### src/rtl/ws2811_rx_if.sv
// Line-side bundle of the WS2811 receiver: the one-wire input plus the decoded pixel,
// latch, forwarded-stream and error outputs.
interface ws2811_rx_if;
    logic        din;
    logic [23:0] pixel_data;
    logic        pixel_valid;
    logic        latch;
    logic        dout;
    logic        bit_error;

    modport master (
        output din,
        input  pixel_data, pixel_valid, latch, dout, bit_error
    );

    modport slave (
        input  din,
        output pixel_data, pixel_valid, latch, dout, bit_error
    );
endinterface

### src/rtl/ws2811_rx.sv
// WS2811 one-wire receiver acting as the first LED of a chain: captures the first
// 24 bits of a frame, forwards the rest on dout and reports the latch gap.
module ws2811_rx #(
    parameter int unsigned T_MIN_HIGH   = 8,
    parameter int unsigned T_THRESH     = 42,
    parameter int unsigned T_MAX_HIGH   = 100,
    parameter int unsigned RESET_CYCLES = 2500
) (
    input  logic        clk,
    input  logic        rst,
    ws2811_rx_if.slave  bus
);

    typedef enum logic [1:0] {SYNC, LOW, HIGH} state_t;

    localparam logic [7:0]  MIN_H = 8'(T_MIN_HIGH);
    localparam logic [7:0]  THR_H = 8'(T_THRESH);
    localparam logic [7:0]  MAX_H = 8'(T_MAX_HIGH);
    localparam logic [11:0] GAP   = 12'(RESET_CYCLES);

    state_t      state;
    logic        din_meta;
    logic        ds;
    logic [7:0]  high_cnt;
    logic [11:0] low_cnt;
    logic [4:0]  bit_cnt;
    logic [23:0] shift_reg;
    logic        fwd;
    logic        captured;

    logic [23:0] pixel_data_r;
    logic        pixel_valid_r;
    logic        latch_r;
    logic        dout_r;
    logic        bit_error_r;

    logic [7:0]  high_inc;
    logic [11:0] low_inc;
    logic        gap_hit;
    logic        bit_val;
    logic [23:0] shift_next;

    // Both counters stop at their limit; low_cnt parks at GAP so a gap fires only once.
    assign high_inc   = (high_cnt == 8'hFF) ? high_cnt : high_cnt + 8'd1;
    assign low_inc    = (low_cnt >= GAP) ? low_cnt : low_cnt + 12'd1;
    assign gap_hit    = !ds && (low_cnt == GAP - 12'd1);
    assign bit_val    = (high_cnt >= THR_H);
    assign shift_next = {shift_reg[22:0], bit_val};

    always_ff @(posedge clk) begin
        if (rst) begin
            state         <= SYNC;
            din_meta      <= 1'b0;
            ds            <= 1'b0;
            high_cnt      <= '0;
            low_cnt       <= '0;
            bit_cnt       <= '0;
            shift_reg     <= '0;
            fwd           <= 1'b0;
            captured      <= 1'b0;
            pixel_data_r  <= '0;
            pixel_valid_r <= 1'b0;
            latch_r       <= 1'b0;
            dout_r        <= 1'b0;
            bit_error_r   <= 1'b0;
        end else begin
            // NOTE: non-blocking everywhere so every branch below sees pre-edge values.
            din_meta      <= bus.din;
            ds            <= din_meta;
            pixel_valid_r <= 1'b0;
            latch_r       <= 1'b0;
            bit_error_r   <= 1'b0;
            dout_r        <= fwd & ds;

            case (state)
                SYNC: begin
                    if (ds) begin
                        low_cnt <= '0;
                    end else begin
                        low_cnt <= low_inc;
                        if (gap_hit) begin
                            state   <= LOW;
                            bit_cnt <= '0;
                        end
                    end
                end

                LOW: begin
                    if (ds) begin
                        high_cnt <= 8'd1;
                        low_cnt  <= '0;
                        state    <= HIGH;
                    end else begin
                        low_cnt <= low_inc;
                        if (gap_hit) begin
                            latch_r  <= captured;
                            captured <= 1'b0;
                            fwd      <= 1'b0;
                            bit_cnt  <= '0;
                        end
                    end
                end

                HIGH: begin
                    if (ds) begin
                        high_cnt <= high_inc;
                        if (high_inc == MAX_H) begin
                            bit_error_r <= 1'b1;
                            state       <= SYNC;
                            fwd         <= 1'b0;
                            bit_cnt     <= '0;
                            low_cnt     <= '0;
                        end
                    end else if (high_cnt < MIN_H) begin
                        bit_error_r <= 1'b1;
                        state       <= SYNC;
                        fwd         <= 1'b0;
                        bit_cnt     <= '0;
                        low_cnt     <= 12'd1;
                    end else begin
                        // The falling-edge cycle is the first low cycle of a possible gap.
                        state   <= LOW;
                        low_cnt <= 12'd1;
                        if (!fwd) begin
                            if (bit_cnt == 5'd23) begin
                                pixel_data_r  <= shift_next;
                                pixel_valid_r <= 1'b1;
                                fwd           <= 1'b1;
                                captured      <= 1'b1;
                                bit_cnt       <= '0;
                            end else begin
                                shift_reg <= shift_next;
                                bit_cnt   <= bit_cnt + 5'd1;
                            end
                        end
                    end
                end

                default: state <= SYNC;
            endcase
        end
    end

    assign bus.pixel_data  = pixel_data_r;
    assign bus.pixel_valid = pixel_valid_r;
    assign bus.latch       = latch_r;
    assign bus.dout        = dout_r;
    assign bus.bit_error   = bit_error_r;

endmodule

### src/flat_wrapper.sv
// flat-port wrapper written by rule: the top's interface ports become plain ports
module ws2811_rx_flat 
#(
    parameter int unsigned T_MIN_HIGH   = 8,
    parameter int unsigned T_THRESH     = 42,
    parameter int unsigned T_MAX_HIGH   = 100,
    parameter int unsigned RESET_CYCLES = 2500
)
  (clk, rst, bus_din, bus_pixel_data, bus_pixel_valid, bus_latch, bus_dout, bus_bit_error);
  ws2811_rx_if bus_i ();
  input  logic clk;
  input  logic rst;
  input wire logic [$bits(bus_i.din)-1:0] bus_din;
  output wire logic [$bits(bus_i.pixel_data)-1:0] bus_pixel_data;
  output wire logic [$bits(bus_i.pixel_valid)-1:0] bus_pixel_valid;
  output wire logic [$bits(bus_i.latch)-1:0] bus_latch;
  output wire logic [$bits(bus_i.dout)-1:0] bus_dout;
  output wire logic [$bits(bus_i.bit_error)-1:0] bus_bit_error;
  assign bus_i.din = bus_din;
  assign bus_pixel_data = bus_i.pixel_data;
  assign bus_pixel_valid = bus_i.pixel_valid;
  assign bus_latch = bus_i.latch;
  assign bus_dout = bus_i.dout;
  assign bus_bit_error = bus_i.bit_error;
  ws2811_rx #(.T_MIN_HIGH(T_MIN_HIGH), .T_THRESH(T_THRESH), .T_MAX_HIGH(T_MAX_HIGH), .RESET_CYCLES(RESET_CYCLES)) u_core (.clk(clk), .rst(rst), .bus(bus_i));
endmodule
### config.mk
export PLATFORM = sky130hd
export DESIGN_NAME = ws2811_rx_flat
export DESIGN_NICKNAME = d
export VERILOG_FILES = /design/src/rtl/ws2811_rx_if.sv /design/src/rtl/ws2811_rx.sv /design/src/flat_wrapper.sv
export SDC_FILE = /design/constraint.sdc
export NUM_CORES = 1
export LEC_CHECK = 0
export ABC_AREA = 1
export ABC_CLOCK_PERIOD_IN_PS = 2200
export CAP_MARGIN = 25
export CORE_ASPECT_RATIO = 0.8
export CORE_MARGIN = 5
export CORE_UTILIZATION = 35
export DETAILED_ROUTE_END_ITERATION = 8
export GPL_TIMING_DRIVEN = 0
export PLACE_DENSITY = 0.58
export SYNTH_ARGS = -nofsm -noshare
export SYNTH_HDL_FRONTEND = slang
export SYNTH_SLANG_ARGS = --single-unit
### constraint.sdc
create_clock -name clk -period 2.2 [get_ports clk]
set_clock_uncertainty 0.05 [all_clocks]
set_input_delay 0.22 -clock clk [delete_from_list [all_inputs] [get_ports clk]]
set_output_delay 0.22 -clock clk [all_outputs]
set_load 0.1 [all_outputs]
==> out/metrics.csv <==
stage,metric,value,unit
run_status,outcome,finished clean,
timing,Final Hold Fails,0,
synth,dominant cell type by area after synthesis,dfxtp_1,
grt,largest net degree at the start of global routing,15,
clock_tree,htree depth,3,
setup_path,critical path arrival,1.84,ns
min_path,Worst Hold Class,flop to flop,
placement,"worst slack, placed",-0.157,ns
setup_path,startpoint class of the critical path,flop,
setup_path,CP required,1.93,ns
min_path,Hold Crit Depth,2,
layout,layout cells sized above 1,0.0861,
synth,Seq cells post-synth,82,
drt,post-route ant nets,0,
timing,final setup vio count,0,
layout,final net count,599,
timing,Max Freq,0.474,GHz
timing,RSZ-0062 raised after global routing,no,
synth,"top cells by area, synth","dfxtp_1 43%, nor2_1 13%, nand2_1 7.6%",
grt,total congestion overflow,0,
setup_path,"Buf+Inv Stages, Crit Path",1,
setup_path,reg2reg start,u_core.state[0],
setup_path,"slowest stage cell, crit path",clkdlybuf4s50_1,
setup_path,Top Family by Delay on Critical Path,buffers and inverters,
floorplan,I/O pin cnt,31,
setup_path,crit path launch,u_core.bus.pixel_data[10],
timing,minimum clock period,2.11,ns
layout,ANT cells,0,
floorplan,Die Wd,126,um
drt,vias per std cell,4.87,
grt,number of global-route vias before repair,3371,
synth,number of flops mapped to enable cells by yosys,0,
timing,"Slew Viols, Final",0,
synth,"top cells by count, synth","132 x nor2_1, 82 x dfxtp_1, 77 x nand2_1",
drt,total routed wirelength,9040,um
placement,routability cong.,0.828,
power_and_ir_drop,power density over the cells,700,nW/um2
setup_path,crit path capture,bus_pixel_data[10],
synth,ys flop type,dfxtp_1,
grt,initial antenna violation count,0,
floorplan,number of core rows,34,
floorplan,Die Ht,103,um
clock_tree,# hold bufs at CTS,0,
synth,Synth top area share,0.432,
grt,first-pass GRT wire length,15800,um
placement,I/O Buffers,30,
timing,final worst slack,0.0885,ns
drt,TritonRoute pass-1 iters,5,
placement,Final HPWL DP,6140,um
synth,async set-or-reset flop fraction in the synthesized netlist,0,
drt,total number of vias,3582,
synth,register area share after synthesis,0.432,
drt,DRC errors left,0,
synth,Mapped Avg Cell Area,6.99,um2
synth,synth warn,0,
synth,synth unique cells,35,
synth,Post-Syn Nets,556,
grt,Tot GR Track Use,0.146,
setup_path,r2r endpoint,u_core.bus.pixel_data[20],
clock_tree,Max clock buf depth,2,
floorplan,Core Footprint,10800,um2
synth,top-count cell post-synth,nor2_1,
clock_tree,clock root buffer,clkbuf_16,
synth,Cells after Synth,544,
drt,Starting DRT DRC Count,231,
layout,max reg flops,24,
clock_tree,CTS Buf Count,9,
drt,wire per inst,12.3,um
timing,fin crit share,0.960,
synth,Post-Synthesis Cell Area,3800,um2
timing,worst slew pin tran,0.977,ns
setup_path,stages on the worst setup path,1,
clock_tree,CTS tree,built,
setup_path,worst-path fanout max,2,
clock_tree,clk sinks,82,
setup_path,Setup CP Type,flop to primary output,
layout,filler instances,1116,
floorplan,die area,13100,um2
run,Max Cap Violations,0,
layout,fin area,4640,um2
clock_tree,Worst-Skew Late Latency,0.34,ns
layout,Multi-input gate area,1910,um2
timing,worst rel slew slack,0.347,
layout,Area Growth Syn to Fin,22.0,%
layout,Reg area,1650,um2
power_and_ir_drop,Peak VDD IR,339,uV
placement,Area after DPL,4280,um2
setup_path,max incr delay on CP,1.15,ns
power_and_ir_drop,Leak,2.02,nW
setup_path,reg2reg path depth,8,
setup_path,Worst Setup End Kind,primary output,
setup_path,R2R Setup Slk,0.21,ns
setup_path,CP cell instances,clkdlybuf4s50_1,
clock_tree,clock slew at reported path FFs,0.06,ns
floorplan,Starting Density,0.353,
-- power by group --
group	total, mW	internal [mW]	switching, mW
logic	0.209	0.0715	0.137
registers	1.52	1.50	0.0206
clock network	1.51	0.888	0.624
total	3.24	2.46	0.781
-- area by class of cell --
class / count / area share
repair buffers: 33 / 0.0696
multi-input cells: 397 / 0.413
clock buffers: 11 / 0.0502
clock inverters: 5 / 0.0138
inverters: 40 / 0.0324
flip-flops and latches: 82 / 0.355
well taps: 144 / 0.0389
plain buffers: 24 / 0.0270
-- placed cells by master (no fill, tap or decap), types with 2 or more instances in the layout --
| cell type | synthesis | final |
|---|---|---|
| inv_1 | 38 | 38 |
| ha_2 | 0 | 2 |
| nor4_1 | 3 | 3 |
| nand2_4 | 1 | 2 |
| nand3_1 | 49 | 48 |
| o21ai_0 | 57 | 57 |
| buf_2 | 6 | 6 |
| a21oi_2 | 2 | 2 |
| nand3b_1 | 3 | 3 |
| or2_2 | 2 | 2 |
| nand4_1 | 5 | 5 |
| clkinv_4 | 0 | 2 |
| buf_6 | 1 | 2 |
| dfxtp_1 | 82 | 80 |
| inv_2 | 2 | 2 |
| nand3_2 | 2 | 3 |
| nand2_1 | 77 | 77 |
| a21oi_1 | 35 | 35 |
| nor3_1 | 6 | 6 |
| clkdlybuf4s50_1 | 0 | 30 |
| clkbuf_1 | 14 | 14 |
| buf_4 | 1 | 3 |
| nor2_1 | 132 | 129 |
| nor2_2 | 2 | 5 |
| buf_1 | 2 | 2 |
| ha_1 | 9 | 7 |
| clkbuf_16 | 0 | 9 |
-- metal layers --
| layer | global-route usage | share of wire |
|---|---|---|
| met5 | 0 | 0 |
| met2 | 0.229 | 0.43 |
| met3 | 0.0411 | 0.050 |
| met1 | 0.198 | 0.51 |
| met4 | 0.0453 | 0.011 |
-- worst min-delay path by stage --
stage	startpoint	to	slack, ns
after global routing	bus_din	u_core.din_meta	0.37
after floorplan	bus_din	u_core.din_meta	0.28
after detailed placement	u_core.din_meta	u_core.ds	0.35
after CTS	u_core.din_meta	u_core.ds	0.36
final	u_core.din_meta	u_core.ds	0.35
after global placement	u_core.din_meta	u_core.ds	0.35
-- logic make-up after synthesis --
group                    after synthesis  synth area share
AO/OA/AOI/OAI                        102             0.143
buffers and inverters                 65            0.0721
flip-flops                            82             0.432
AND/OR/NAND/NOR                      286             0.323
adder cells (fa/ha/maj)                9            0.0296
-- what timing repair did --
item | 4_1_cts | 5_1_grt
gates resized for setup | 4 | 9
pin swaps | 0 | 3
setup buffers | 0 | 3
endpoints found under the setup margin | 43 | 49
-- stage by stage --
| stage | total power, mW | TNS [ns] | instances | hold slack [ns] | utilization |
|---|---|---|---|---|---|
| global route | 3.38 | 0 | 736 | 0.374 | 0.431 |
| CTS | 3.27 | 0 | 733 | 0.357 | 0.426 |
| global placement | 1.75 | -2.06 | 718 | 0.354 | 0.398 |
| finish | 3.24 | 0 | 736 | 0.353 | 0.431 |
| detailed placement | 1.75 | -4.22 | 718 | 0.348 | 0.398 |
| floorplan | 1.70 | 0 | 544 | 0.277 | - |
No activity file was read; power rests on OpenSTA's default activity.
